<file path="config.mk">
export PLATFORM = sky130hd
export DESIGN_NAME = lcd_frame_capture
export DESIGN_NICKNAME = d
export VERILOG_FILES = /design/src/rtl/lcd_frame_capture.sv
export SDC_FILE = /design/constraint.sdc
export NUM_CORES = 1
export LEC_CHECK = 0
export CAP_MARGIN = 10
export CORE_MARGIN = 10
export CORE_UTILIZATION = 36
export DETAILED_ROUTE_END_ITERATION = 8
export SYNTH_ARGS = -nofsm -noshare
export SYNTH_HDL_FRONTEND = slang
export SYNTH_SLANG_ARGS = --single-unit
</file>
<file path="constraint.sdc">
create_clock -name clock -period 4.7 [get_ports clock]
set_input_delay 0.94 -clock clock [delete_from_list [all_inputs] [get_ports clock]]
set_output_delay 0.94 -clock clock [all_outputs]
set_load 0.05 [all_outputs]
</file>
<file path="src/rtl/lcd_frame_capture.sv">
// Captures 2-bit LCD pixels into packed bytes and streams them through a small
// write queue into a line-addressed framebuffer, with frame and error signalling.
module lcd_frame_capture #(
  parameter int unsigned FIFO_DEPTH = 4,
  parameter int unsigned LINE_BYTES = 40
) (
  input  logic        clock,
  input  logic        reset,
  input  logic [1:0]  pixel_data,
  input  logic        pixel_latch,
  input  logic        hsync,
  input  logic        vsync,
  input  logic [7:0]  line_count,
  output logic [12:0] fb_addr,
  output logic [7:0]  fb_data,
  output logic        fb_we,
  input  logic        fb_ready,
  output logic        frame_done,
  output logic        overflow,
  output logic        short_line
);

  localparam int unsigned PtrW = $clog2(FIFO_DEPTH);
  localparam logic [PtrW:0] DepthCnt = (PtrW + 1)'(FIFO_DEPTH);

  typedef enum logic [1:0] {StSync, StActive, StFlush} state_e;

  state_e          state_q;
  logic            hsync_q, vsync_q;
  logic [7:0]      x_q, pack_q;
  logic [PtrW-1:0] rd_ptr_q, wr_ptr_q;
  logic [PtrW:0]   count_q, count_d;
  logic [20:0]     mem_q [FIFO_DEPTH];
  logic            frame_done_q, overflow_q, short_line_q;

  logic            hsync_rise, vsync_rise, vsync_fall;
  logic            capture, push, pop, full, accept;
  logic [7:0]      x_next, push_byte;
  logic [12:0]     push_addr;

  always_comb begin
    hsync_rise = hsync & ~hsync_q;
    vsync_rise = vsync & ~vsync_q;
    vsync_fall = ~vsync & vsync_q;
    capture    = (state_q == StActive) && pixel_latch && (x_q < 8'd160) && (line_count < 8'd144);
    push       = capture && (x_q[1:0] == 2'd3);
    pop        = (count_q != '0) && fb_ready;
    full       = (count_q == DepthCnt);
    // A full queue still takes a push when the head leaves in the same cycle.
    accept     = push && (!full || pop);
    x_next     = x_q + {7'd0, capture};
    push_byte  = {pack_q[5:0], pixel_data};
    push_addr  = 13'(line_count) * 13'(LINE_BYTES) + {7'd0, x_q[7:2]};
    count_d    = count_q + {{PtrW{1'b0}}, accept} - {{PtrW{1'b0}}, pop};
  end

  always_ff @(posedge clock) begin
    if (reset) begin
      state_q      <= StSync;
      hsync_q      <= 1'b0;
      vsync_q      <= 1'b0;
      x_q          <= '0;
      pack_q       <= '0;
      rd_ptr_q     <= '0;
      wr_ptr_q     <= '0;
      count_q      <= '0;
      frame_done_q <= 1'b0;
      overflow_q   <= 1'b0;
      short_line_q <= 1'b0;
    end else begin
      hsync_q      <= hsync;
      vsync_q      <= vsync;
      frame_done_q <= 1'b0;
      count_q      <= count_d;
      if (pop)    rd_ptr_q <= rd_ptr_q + PtrW'(1);
      if (accept) wr_ptr_q <= wr_ptr_q + PtrW'(1);
      if (push && full && !pop) overflow_q <= 1'b1;
      if (capture) begin
        pack_q <= push_byte;
        x_q    <= x_next;
      end
      // The pixel arriving with the sync edge still counts toward the old group.
      if ((hsync_rise || vsync_rise) && (x_next[1:0] != 2'd0)) short_line_q <= 1'b1;
      if (hsync_rise) x_q <= '0;
      unique case (state_q)
        StSync: begin
          if (vsync_fall) begin
            state_q <= StActive;
            x_q     <= '0;
          end
        end
        StActive: begin
          if (vsync_rise) state_q <= StFlush;
        end
        StFlush: begin
          // No pushes happen here, so an empty next count means the last write is out.
          if (count_d == '0) begin
            frame_done_q <= 1'b1;
            state_q      <= StSync;
          end
        end
        default: state_q <= StSync;
      endcase
    end
  end

  always_ff @(posedge clock) begin
    if (accept) mem_q[wr_ptr_q] <= {push_addr, push_byte};
  end

  always_comb begin
    fb_we   = pop;
    fb_addr = (count_q != '0) ? mem_q[rd_ptr_q][20:8] : '0;
    fb_data = (count_q != '0) ? mem_q[rd_ptr_q][7:0] : '0;
  end

  assign frame_done = frame_done_q;
  assign overflow   = overflow_q;
  assign short_line = short_line_q;

endmodule

</file>
**After elaboration in Yosys (flattened, before gate mapping)**

Memories as Yosys holds them, arrays and structs flattened. A register that Yosys moved wholly into a read port is not among the register bits.
Cells that the tools add are included.
Widths: inputs -> output; s select.

- Bitwise operators: 7
- Reductions and logical operators: 19
- Muxes and demuxes: 15
- $add $sub $neg: 6
- Multipliers: 1
- Equal/unequal tests: 7
- Magnitude comparators: 2

Operators by type and width:

| cell | number |
|---|---|
| $mux 8 | 5 |
| $lt 8x8->1 const B | 2 |
| $add 13x6->13 | 1 |
| $mux 13 | 1 |
| $mul 8x3->10 const B | 1 |
| $mux 2 | 5 |
| $logic_and 1x1->1 | 9 |
| $add 8x1->8 | 1 |
| $ne 2x2->1 const B | 3 |
| $pmux 2 s3 | 1 |
| $add 2x1->2 const B | 2 |
| $eq 2x2->1 const B | 2 |
| $not 1->1 | 4 |
| $add 3x1->3 | 1 |
| $and 1x1->1 | 3 |
| $eq 3x3->1 const B | 1 |
| $logic_not 3->1 | 1 |
| $mux 1 | 3 |
| $reduce_and 3->1 | 1 |
| $reduce_bool 3->1 | 1 |
| $sub 3x1->3 | 1 |
| $eq 2x1->1 const B | 1 |
| $logic_not 1->1 | 2 |
| $logic_not 2->1 | 1 |
| other kinds (3) | 4 |

- Memories kept: 1
- Logic and storage cells: 69
- Input bits: 16
- RAM bits: 84
- Output and inout bits: 25
- Register bits: 28

Memory list:

| memory | depth | bits a word | read ports | clocked after memory_dff | write ports | RTL line | source |
|---|---|---|---|---|---|---|---|
| mem_q | 4 | 21 | 1 | 1 | 1 | 33 | `logic [20:0] mem_q [FIFO_DEPTH];` |

**Depth between registers and ports, before layout**

Gate-level depths: netlist (run 1).

- Depth after elaboration: 11
- Depth in mapped cells: 14
- Gate-level depth less buffers: 14

**Least setup slack after synthesis (run 1)**

OpenSTA, ideal clock, no wires.

- Path type: input port to flip-flop
- Start point: input fb_ready
- End point: register frame_done_q (netlist: frame_done)
- Path slack: 1242 ps
- Stages on the path: 10
- Required time: 4604 ps
- Arrival time: 3362 ps
- Setup time: 96 ps
- Path buffers: 0
- Cells stage by stage: nor2b_1 ha_1 inv_1 ha_1 inv_1 fa_1 xor2_1 xnor2_1 nand3b_1 nor4b_1

- Cells in the longest elaborated chain, start to end: 7

Ends and longest elaborated chain:

| element | RTL line | source |
|---|---|---|
| start, declared | 17 | `input logic fb_ready,` |
| $logic_and 1x1->1 (*) | 47 | `pop = (count_q != '0) && fb_ready;` |
| $logic_or 1x1->1 | 50 | `accept = push && (!full \|\| pop);` |
| $logic_and 1x1->1 | 50 |  |
| $add 3x1->3 | 54 | `count_d = count_q + {{PtrW{1'b0}}, accept} - {{PtrW{1'b0}}, pop};` |
| $sub 3x1->3 (*) | 54 |  |
| $logic_not 3->1 (*) | 97 | `if (count_d == '0) begin` |
| $mux 1 (*) | 97 |  |
| end signal, assigned | 67 | `frame_done_q <= 1'b0;` |
| end signal, assigned | 73 | `frame_done_q <= 1'b0;` |
| end signal, assigned | 98 | `frame_done_q <= 1'b1;` |
| end, declared | 34 | `logic frame_done_q, overflow_q, short_line_q;` |

Mark *: on every way between the ends. The rest lies on a longest branch, timed or not.
A chain may end at the register's enable or synchronous reset.

**Final worst setup path (run 1)**

- Start point: input line_count[6]
- End point: register frame_done_q (netlist: frame_done)

- Cells in the longest elaborated chain, start to end: 8

Ends and longest elaborated chain:

| element | RTL line | source |
|---|---|---|
| start, declared | 13 | `input logic [7:0] line_count,` |
| $lt 8x8->1 | 45 | `capture = (state_q == StActive) && pixel_latch && (x_q < 8'd160) && (line_count < 8'd144);` |
| $logic_and 1x1->1 | 45 |  |
| $logic_and 1x1->1 | 46 | `push = capture && (x_q[1:0] == 2'd3);` |
| $logic_and 1x1->1 | 50 |  |
| $add 3x1->3 | 54 |  |
| $sub 3x1->3 | 54 |  |
| $logic_not 3->1 | 97 |  |
| $mux 1 | 97 |  |

No other way between the ends.

==> results of run 1 <==
==> per-layer routing <==
metal	share of wire, %	vias up	wire length (um)
met4	1.6	0	147
met3	5.0	13	466
met1	45	1355	4150
met5	0	-	0
met2	48	52	4480
li1	-	1378	-
==> worst reg2reg max path, stage by stage (launching register included) <==
cell and delay (ns):
sky130_fd_sc_hd__dfxtp_1 0.36, sky130_fd_sc_hd__nor4b_1 0.59, sky130_fd_sc_hd__nor3_2 0.09, sky130_fd_sc_hd__buf_4 0.18
sky130_fd_sc_hd__inv_1 0.05, sky130_fd_sc_hd__ha_1 0.21, sky130_fd_sc_hd__inv_1 0.06, sky130_fd_sc_hd__ha_1 0.13
sky130_fd_sc_hd__inv_1 0.04, sky130_fd_sc_hd__fa_1 0.36, sky130_fd_sc_hd__xor2_1 0.16, sky130_fd_sc_hd__xnor2_1 0.18
sky130_fd_sc_hd__nand3b_1 0.13, sky130_fd_sc_hd__nor4b_1 0.25
==> area by class of cell <==
class / instances / area, um2 / area share (%)
Sequential cell: 114 / 3120 / 50.3
Tap cell: 176 / 220 / 3.55
Inverter: 18 / 67.6 / 1.09
Clock buffer: 18 / 429 / 6.92
Timing Repair Buffer: 49 / 468 / 7.54
Multi-Input combinational cell: 199 / 1760 / 28.3
Clock inverter: 13 / 139 / 2.24
==> synth_stat cells (2+ instances only) <==
cell | count | area [um2]
sky130_fd_sc_hd__a211oi_1 | 2 | 15.0
sky130_fd_sc_hd__a21oi_1 | 12 | 60.1
sky130_fd_sc_hd__a31oi_1 | 2 | 12.5
sky130_fd_sc_hd__and2_1 | 4 | 25.0
sky130_fd_sc_hd__buf_2 | 3 | 15.0
sky130_fd_sc_hd__clkbuf_1 | 7 | 26.3
sky130_fd_sc_hd__dfxtp_1 | 30 | 601
sky130_fd_sc_hd__edfxtp_1 | 84 | 2520
sky130_fd_sc_hd__fa_1 | 3 | 60.1
sky130_fd_sc_hd__ha_1 | 23 | 288
sky130_fd_sc_hd__inv_1 | 18 | 67.6
sky130_fd_sc_hd__mux4_2 | 21 | 473
sky130_fd_sc_hd__nand2_1 | 20 | 75.1
sky130_fd_sc_hd__nand3_1 | 2 | 10.0
sky130_fd_sc_hd__nand3b_1 | 2 | 15.0
sky130_fd_sc_hd__nand4_1 | 4 | 25.0
sky130_fd_sc_hd__nor2_1 | 22 | 82.6
sky130_fd_sc_hd__nor2b_1 | 30 | 188
sky130_fd_sc_hd__nor3_1 | 5 | 25.0
sky130_fd_sc_hd__nor3b_1 | 2 | 15.0
sky130_fd_sc_hd__nor4b_1 | 4 | 35.0
sky130_fd_sc_hd__o21ai_0 | 4 | 20.0
sky130_fd_sc_hd__o31ai_1 | 2 | 15.0
sky130_fd_sc_hd__xnor2_1 | 13 | 114
sky130_fd_sc_hd__xor2_1 | 8 | 70.1
==> worst max-delay path by stage <==
stage | to | cells after the start | slack [ns] | from
after floorplan | frame_done$_SDFF_PP0_ | 10 | 1.24 | fb_ready
after global placement | frame_done$_SDFF_PP0_ | 15 | 0.63 | line_count[6]
after detailed placement | frame_done$_SDFF_PP0_ | 15 | 0.57 | line_count[6]
after CTS | fb_addr[4] | 4 | 0.98 | register
after global routing | frame_done$_SDFF_PP0_ | 15 | 0.74 | line_count[5]
final | frame_done$_SDFF_PP0_ | 15 | 1.05 | line_count[6]
==> state kept, by name, indices dropped and copies added (netlist names), named ones only <==
register / flops
pack_q: 6
overflow: 1
vsync_q: 1
count_q: 3
state_q: 2
frame_done: 1
mem_q: 84
rd_ptr_q: 2
x_q: 8
hsync_q: 1
short_line: 1
wr_ptr_q: 2
==> cell families after synthesis <==
logic type / Yosys count / synth area share, %
fa+ha+maj: 26 / 6.97
flops: 114 / 62.5
xor+xnor: 21 / 3.68
mux: 22 / 9.67
compound gates: 28 / 3.61
buf+inv: 29 / 2.33
simple gates: 102 / 11.2
==> power by group through the flow <==
stage	registers (mW)	logic, mW	clock network (mW)
after CTS	1.14	1.00	1.24
after global routing	1.14	1.05	1.29
after global placement	1.16	0.990	0
after detailed placement	1.16	0.998	0
after floorplan	1.15	0.707	0
final	1.14	0.978	1.21
==> summary.txt, run 1 <==
=====================================================================================
Post-detailed-placement half-perimeter wirelength ......................      6310 um
Cell type of the slowest stage on the worst timing path ................ sky130_fd_sc_hd__clkdlybuf4s50_1
Library cell used as clock root buffer ................................. sky130_fd_sc_hd__clkbuf_16
Int Pwr ................................................................      2.26 mW
R2r endpoint ........................................................... frame_done$_SDFF_PP0_
Critical Setup Path Class ..............................................    in -> reg
Number of inserted diodes ..............................................            0
Final clock period utilization by the worst path .......................        77.6%
Netlist area before placement ..........................................     4990 um2
Result of the run ...................................................... finished clean
Latest clock arrival within the worst-skew pair ........................      0.40 ns
Power density of the placed cells ......................................   537 nW/um2
Startpoint of the tightest hold check path ............................. short_line$_SDFFE_PP0P_
# fillers ..............................................................        1,207
Via/cell ratio .........................................................         4.77
Vias in the first global route .........................................        2,968
Leak ...................................................................      2.13 nW
Syn nets ...............................................................          384
Worst slew pin tran ....................................................     0.805 ns
DRC violation total after the first TritonRoute iteration ..............          162
CTS Buffer Depth .......................................................            2
Sequential group share of total power ..................................        34.2%
Hold Fails Final Rpt ...................................................            0
Top delay family on crit path .......................................... simple AND/OR/NAND/NOR gates
Seq/Total Area, Yosys ..................................................        62.5%
Congestion Overflow GR .................................................            0
Arrival time of data at the critical path endpoint .....................      3.95 ns
End point of the worst hold path ....................................... short_line$_SDFFE_PP0P_
Synthesized area divided by synthesized cell count .....................     14.6 um2
Seq cells post-synth ...................................................          114
Final setup violation count ............................................            0
Unrepaired setup endpoints after global routing ........................        false
Slew margin rel. .......................................................        46.2%
TritonCTS clock tree ...................................................         done
Final clock skew .......................................................   0.00857 ns
Routing usage on met3 ..................................................        3.39%
Worst path max stage delay .............................................      0.46 ns
Area Overhead vs Synth .................................................        24.3%
Minimum setup slack after placement ....................................     0.575 ns
Highest-utilization routing layer at the global route stage ............         met2
Setup fix buffers added after clock tree synthesis .....................            0
Most frequent cells in the layout ...................................... sky130_fd_sc_hd__edfxtp_1, sky130_fd_sc_hd__clkdlybuf4s50_1, sky130_fd_sc_hd__nor2b_1, sky130_fd_sc_hd__dfxtp_1, sky130_fd_sc_hd__ha_1
Total power consumption of the routed design ...........................      3.33 mW
Minimum clock period after layout ......................................      3.65 ns
Post-cts sizing count ..................................................            0
Combinational share of power ...........................................        29.4%
Critical path cell sequence ............................................ clkdlybuf4s50_1 -> o31ai_1 -> nand4_1 -> nor3_2 -> buf_4 -> inv_1 -> ha_1 -> inv_1 -> ha_1 -> inv_1 -> fa_1 -> xor2_1 -> xnor2_1 -> nand3b_1 -> nor4b_1
Switching power share of the total .....................................        32.0%
Max capacitance violation total ........................................            0
Cell area reported after detailed placement ............................     5640 um2
Final RePlAce weighted congestion ......................................        0.744
Gr usage total .........................................................        10.6%
Launching element type of the critical path ............................    input pin
Most frequent standard cell in the layout excluding fill and tap cells . sky130_fd_sc_hd__edfxtp_1
Antenna violations before repair .......................................            0
Yosys warning count ....................................................            0
Req. time, crit path ...................................................      5.00 ns
Hold Path Stages .......................................................            2
Cell occurring most often along the worst timing path .................. sky130_fd_sc_hd__inv_1
Net switching power figure .............................................      1.07 mW
Largest net degree at the start of global routing ......................           23
Port Buffers ...........................................................           40
Number of antenna-violating nets in the routed design ..................            0
Via count of the routed design .........................................        2,798
Number of rows in the core area ........................................           42
Clock net sink count ...................................................          114
NumNets Final ..........................................................          441
Wire length of the first global-routing pass ...........................    15,300 um
Maximum vdd ir drop ....................................................     0.205 mV
Final number of max-transition violations ..............................            0
Die width ..............................................................       138 um
Final-layout setup total negative slack ................................         0 ns
Post-synthesis cell count ..............................................          342
Number of top-level pins ...............................................           41
Number of synthesized flops with an enable pin .........................           84
TritonCTS buffer count .................................................           17
Number of buffers and inverters on the critical path ...................            5
Worst setup EP type ....................................................     register
Final cell area excluding filler cells .................................     6210 um2
Hold slack final .......................................................     0.449 ns
Floorplan Core Area ....................................................   13,400 um2
Share of total power in the clock network ..............................        36.4%
Placed instance count ..................................................          556
Met2 usage in global routing ...........................................        17.2%
CTS Hold Bufs ..........................................................            0
Number of cells on the worst reg-to-reg path ...........................           13
Drt first pass iters ...................................................            4
Setup WS post-layout ...................................................      1.05 ns
Met1 Use GR ............................................................        12.7%
Count of placed standard cells in the final layout, fillers left out ...          587
Die Outline Area .......................................................   19,000 um2
Initial core utilization ...............................................        37.3%
Final routed wire length divided by cell count .........................      15.7 um
Distinct cell type count of the synthesized netlist ....................           40
Launch instance of the worst register-to-register path ................. count_q[1]$_SDFF_PP0_
Clock slew at reported path FFs ........................................      0.06 ns
DRC errors left ........................................................            0
Fraction of final layout cells with drive strength greater than 1 ......        15.8%
Top achievable clock speed .............................................      274 MHz
CP Max Fanout ..........................................................            7
Die H ..................................................................       138 um
Core occupancy in the finished layout ..................................        46.3%
Worst hold path class ..................................................   reg -> reg
Post-synth top flop .................................................... sky130_fd_sc_hd__edfxtp_1
CTS H-tree lvls ........................................................            4
Register-to-Register Setup Slack .......................................      1.81 ns
Share of synthesized registers carrying an async set or reset ..........           0%
Total Wirelength .......................................................      9240 um
=====================================================================================
(Power assumes the default switching activity.)
==> run 2: changes to the inputs <==
==> constraint.sdc (replaced) <==
create_clock -name clock -period 3.5 [get_ports clock]
set_input_delay 0.7 -clock clock [delete_from_list [all_inputs] [get_ports clock]]
set_output_delay 0.7 -clock clock [all_outputs]
set_load 0.05 [all_outputs]
==> run 2 against run 1 <==
Compared with the run above:
- clock-buffer cell count down 1
- total power up 40%
- sequential cell count unchanged
- routed wire length up 1.4%
- via count up 2.1%
- critical path type unchanged
==> summary.txt, run 2 (synthesis gave the netlist of run 1 again) <==
=====================================================================================
Vias in the first global route .........................................        2,921   was 2,968
Final setup violation count ............................................            0   unchanged
Final routed wire length divided by cell count .........................      15.4 um   was 15.7 um
TritonCTS clock tree ...................................................         done   unchanged
Critical Setup Path Class ..............................................    in -> reg   unchanged
Minimum clock period after layout ......................................      3.29 ns
Final clock skew .......................................................   0.00542 ns   was 0.00857 ns
Max capacitance violation total ........................................            0   unchanged
Req. time, crit path ...................................................      3.82 ns   was 5.00 ns
Fraction of final layout cells with drive strength greater than 1 ......        25.3%   was 15.8%
Largest register by flop count .........................................        mem_q   unchanged
Final number of max-transition violations ..............................            0   unchanged
Drt first pass iters ...................................................            4   unchanged
CP Max Fanout ..........................................................            2   was 7
Port Buffers ...........................................................           40   unchanged
Number of cells on the worst reg-to-reg path ...........................           13   unchanged
Number of rows in the core area ........................................           42   unchanged
Die width ..............................................................       138 um   unchanged
Number of inserted diodes ..............................................            0   unchanged
Maximum vdd ir drop ....................................................     0.351 mV   was 0.205 mV
Register-to-Register Setup Slack .......................................      0.74 ns   was 1.81 ns
Clock net sink count ...................................................          114   unchanged
Hold Path Stages .......................................................            2   unchanged
Library cell used as clock root buffer ................................. sky130_fd_sc_hd__clkbuf_16   unchanged
DRC violation total after the first TritonRoute iteration ..............          145   was 162
Arrival time of data at the critical path endpoint .....................      3.61 ns   was 3.95 ns
Via/cell ratio .........................................................         4.71   was 4.77
Wire length of the first global-routing pass ...........................    15,000 um   was 15,300 um
Power density of the placed cells ......................................   732 nW/um2   was 537 nW/um2
Setup fix buffers added after clock tree synthesis .....................            0   unchanged
Most frequent cells in the layout ...................................... sky130_fd_sc_hd__edfxtp_1, sky130_fd_sc_hd__buf_4, sky130_fd_sc_hd__nor2b_1, sky130_fd_sc_hd__dfxtp_1, sky130_fd_sc_hd__ha_1   was sky130_fd_sc_hd__edfxtp_1, sky130_fd_sc_hd__clkdlybuf4s50_1, sky130_fd_sc_hd__nor2b_1, sky130_fd_sc_hd__dfxtp_1, sky130_fd_sc_hd__ha_1
Floorplan Core Area ....................................................   13,400 um2   unchanged
Congestion Overflow GR .................................................            0   unchanged
Setup WS post-layout ...................................................     0.215 ns   was 1.05 ns
Core occupancy in the finished layout ..................................        47.6%   was 46.3%
Die Outline Area .......................................................   19,000 um2   unchanged
Latest clock arrival within the worst-skew pair ........................      0.40 ns   about the same
CTS Buffer Depth .......................................................            2   unchanged
NumNets Final ..........................................................          460   was 441
Final cell area excluding filler cells .................................     6370 um2   was 6210 um2
# fillers ..............................................................        1,170   was 1,207
Initial core utilization ...............................................        37.3%   unchanged
Worst hold path class ..................................................   reg -> reg   unchanged
Total power consumption of the routed design ...........................      4.66 mW   was 3.33 mW
CTS H-tree lvls ........................................................            4   unchanged
Slew margin rel. .......................................................        65.1%   was 46.2%
Area Overhead vs Synth .................................................        27.7%   was 24.3%
Most frequent standard cell in the layout excluding fill and tap cells . sky130_fd_sc_hd__edfxtp_1   unchanged
Placed instance count ..................................................          575   was 556
Worst slew pin tran ....................................................     0.521 ns   was 0.805 ns
Result of the run ...................................................... finished clean   unchanged
Top achievable clock speed .............................................      304 MHz
Final RePlAce weighted congestion ......................................        0.728   was 0.744
Via count of the routed design .........................................        2,858   was 2,798
Die H ..................................................................       138 um   unchanged
Worst setup EP type ....................................................     register   unchanged
Number of top-level pins ...............................................           41   unchanged
Registers with the most flip-flops ..................................... mem_q (84), x_q (8), pack_q (6)   unchanged
Hold Fails Final Rpt ...................................................            0   unchanged
Cell area reported after detailed placement ............................     5730 um2   was 5640 um2
Leak ...................................................................      2.30 nW   was 2.13 nW
Post-detailed-placement half-perimeter wirelength ......................      6440 um   was 6310 um
Launching element type of the critical path ............................    input pin   unchanged
Count of placed standard cells in the final layout, fillers left out ...          607   was 587
Number of antenna-violating nets in the routed design ..................            0   unchanged
Clock slew at reported path FFs ........................................      0.05 ns   was 0.06 ns
Minimum setup slack after placement ....................................    -0.342 ns   was 0.575 ns
Final clock period utilization by the worst path .......................        93.9%
DRC errors left ........................................................            0   unchanged
TritonCTS buffer count .................................................           17   unchanged
Gr usage total .........................................................        10.4%   was 10.6%
Flip-flop count of the largest register after layout ...................           84   unchanged
Total Wirelength .......................................................      9370 um   was 9240 um
Largest net degree at the start of global routing ......................           23   unchanged
Sequential cell area ...................................................     3120 um2   unchanged
Combined area of the multi-input logic cells ...........................     1780 um2   was 1760 um2
Antenna violations before repair .......................................            0   unchanged
=====================================================================================
==> run 2: changes by cell type in the layout (fill, tap and decap cells not counted), moves of 2 or more <==
cell,change
sky130_fd_sc_hd__inv_6,+3
sky130_fd_sc_hd__clkdlybuf4s50_1,-22
sky130_fd_sc_hd__buf_4,+41
sky130_fd_sc_hd__clkinvlp_4,-2
sky130_fd_sc_hd__bufinv_16,+2
sky130_fd_sc_hd__clkinv_2,-2
==> run 2: cell type report <==
cell class / instances / share of cell area, %
sequential: 114 / 49.0
clock inverter: 15 / 3.20
clock buffer: 17 / 6.67
inverter: 18 / 1.06
timing repair buffer: 68 / 8.71
tap: 176 / 3.45
multi-input combinational: 199 / 27.9
==> run 2: path summary, 6_finish.rpt <==
path | startpoint | end
max | line_count[6] | frame_done$_SDFF_PP0_
min | short_line$_SDFFE_PP0P_ | short_line$_SDFFE_PP0P_
max reg2reg | state_q[0]$_SDFFE_PP0P_ | frame_done$_SDFF_PP0_
min reg2reg | short_line$_SDFFE_PP0P_ | short_line$_SDFFE_PP0P_
==> run 2: timing repair <==
item | in CTS | in global routing
resized for setup | 0 | 3
endpoints found under the setup margin | 0 | 2
hold buffers | 0 | 0
==> run 2: worst max-delay path, stage by stage <==
cell,delay [ns]
sky130_fd_sc_hd__clkdlybuf4s50_1,0.46
sky130_fd_sc_hd__o31ai_4,0.29
sky130_fd_sc_hd__buf_4,0.15
sky130_fd_sc_hd__nand4_1,0.13
sky130_fd_sc_hd__nor3_2,0.22
sky130_fd_sc_hd__inv_1,0.06
sky130_fd_sc_hd__ha_1,0.26
sky130_fd_sc_hd__inv_1,0.06
sky130_fd_sc_hd__ha_1,0.15
sky130_fd_sc_hd__inv_1,0.06
sky130_fd_sc_hd__fa_1,0.37
sky130_fd_sc_hd__xor2_1,0.16
sky130_fd_sc_hd__xnor2_1,0.20
sky130_fd_sc_hd__nand3b_1,0.14
sky130_fd_sc_hd__nor4b_2,0.21
==> run 2: metal layers <==
metal / track usage (%) / vias up / part of all wire [%]
met2: 16.6 / 41 / 48
met4: 4.52 / 0 / 1.2
met5: 0 / - / 0
li1: - / 1422 / -
met1: 12.8 / 1383 / 47
met3: 2.99 / 12 / 3.6
==> run 2: per-stage QoR <==
| stage | hold slack, ns | setup TNS [ns] |
|---|---|---|
| after CTS | 0.461 | 0 |
| after global placement | 0.440 | -0.576 |
| after global routing | 0.492 | -0.0205 |
| after detailed placement | 0.453 | -0.764 |
| after floorplan | 0.459 | 0 |
| final | 0.455 | 0 |
==> run 2: where the power goes <==
group / leakage [nW] / switching, mW / total, mW / internal (mW)
logic: 0.969 / 0.832 / 1.34 / 0.503
registers: 1.03 / 0.0318 / 1.52 / 1.49
clock network: 0.298 / 0.608 / 1.80 / 1.20
total: 2.30 / 1.47 / 4.66 / 3.19
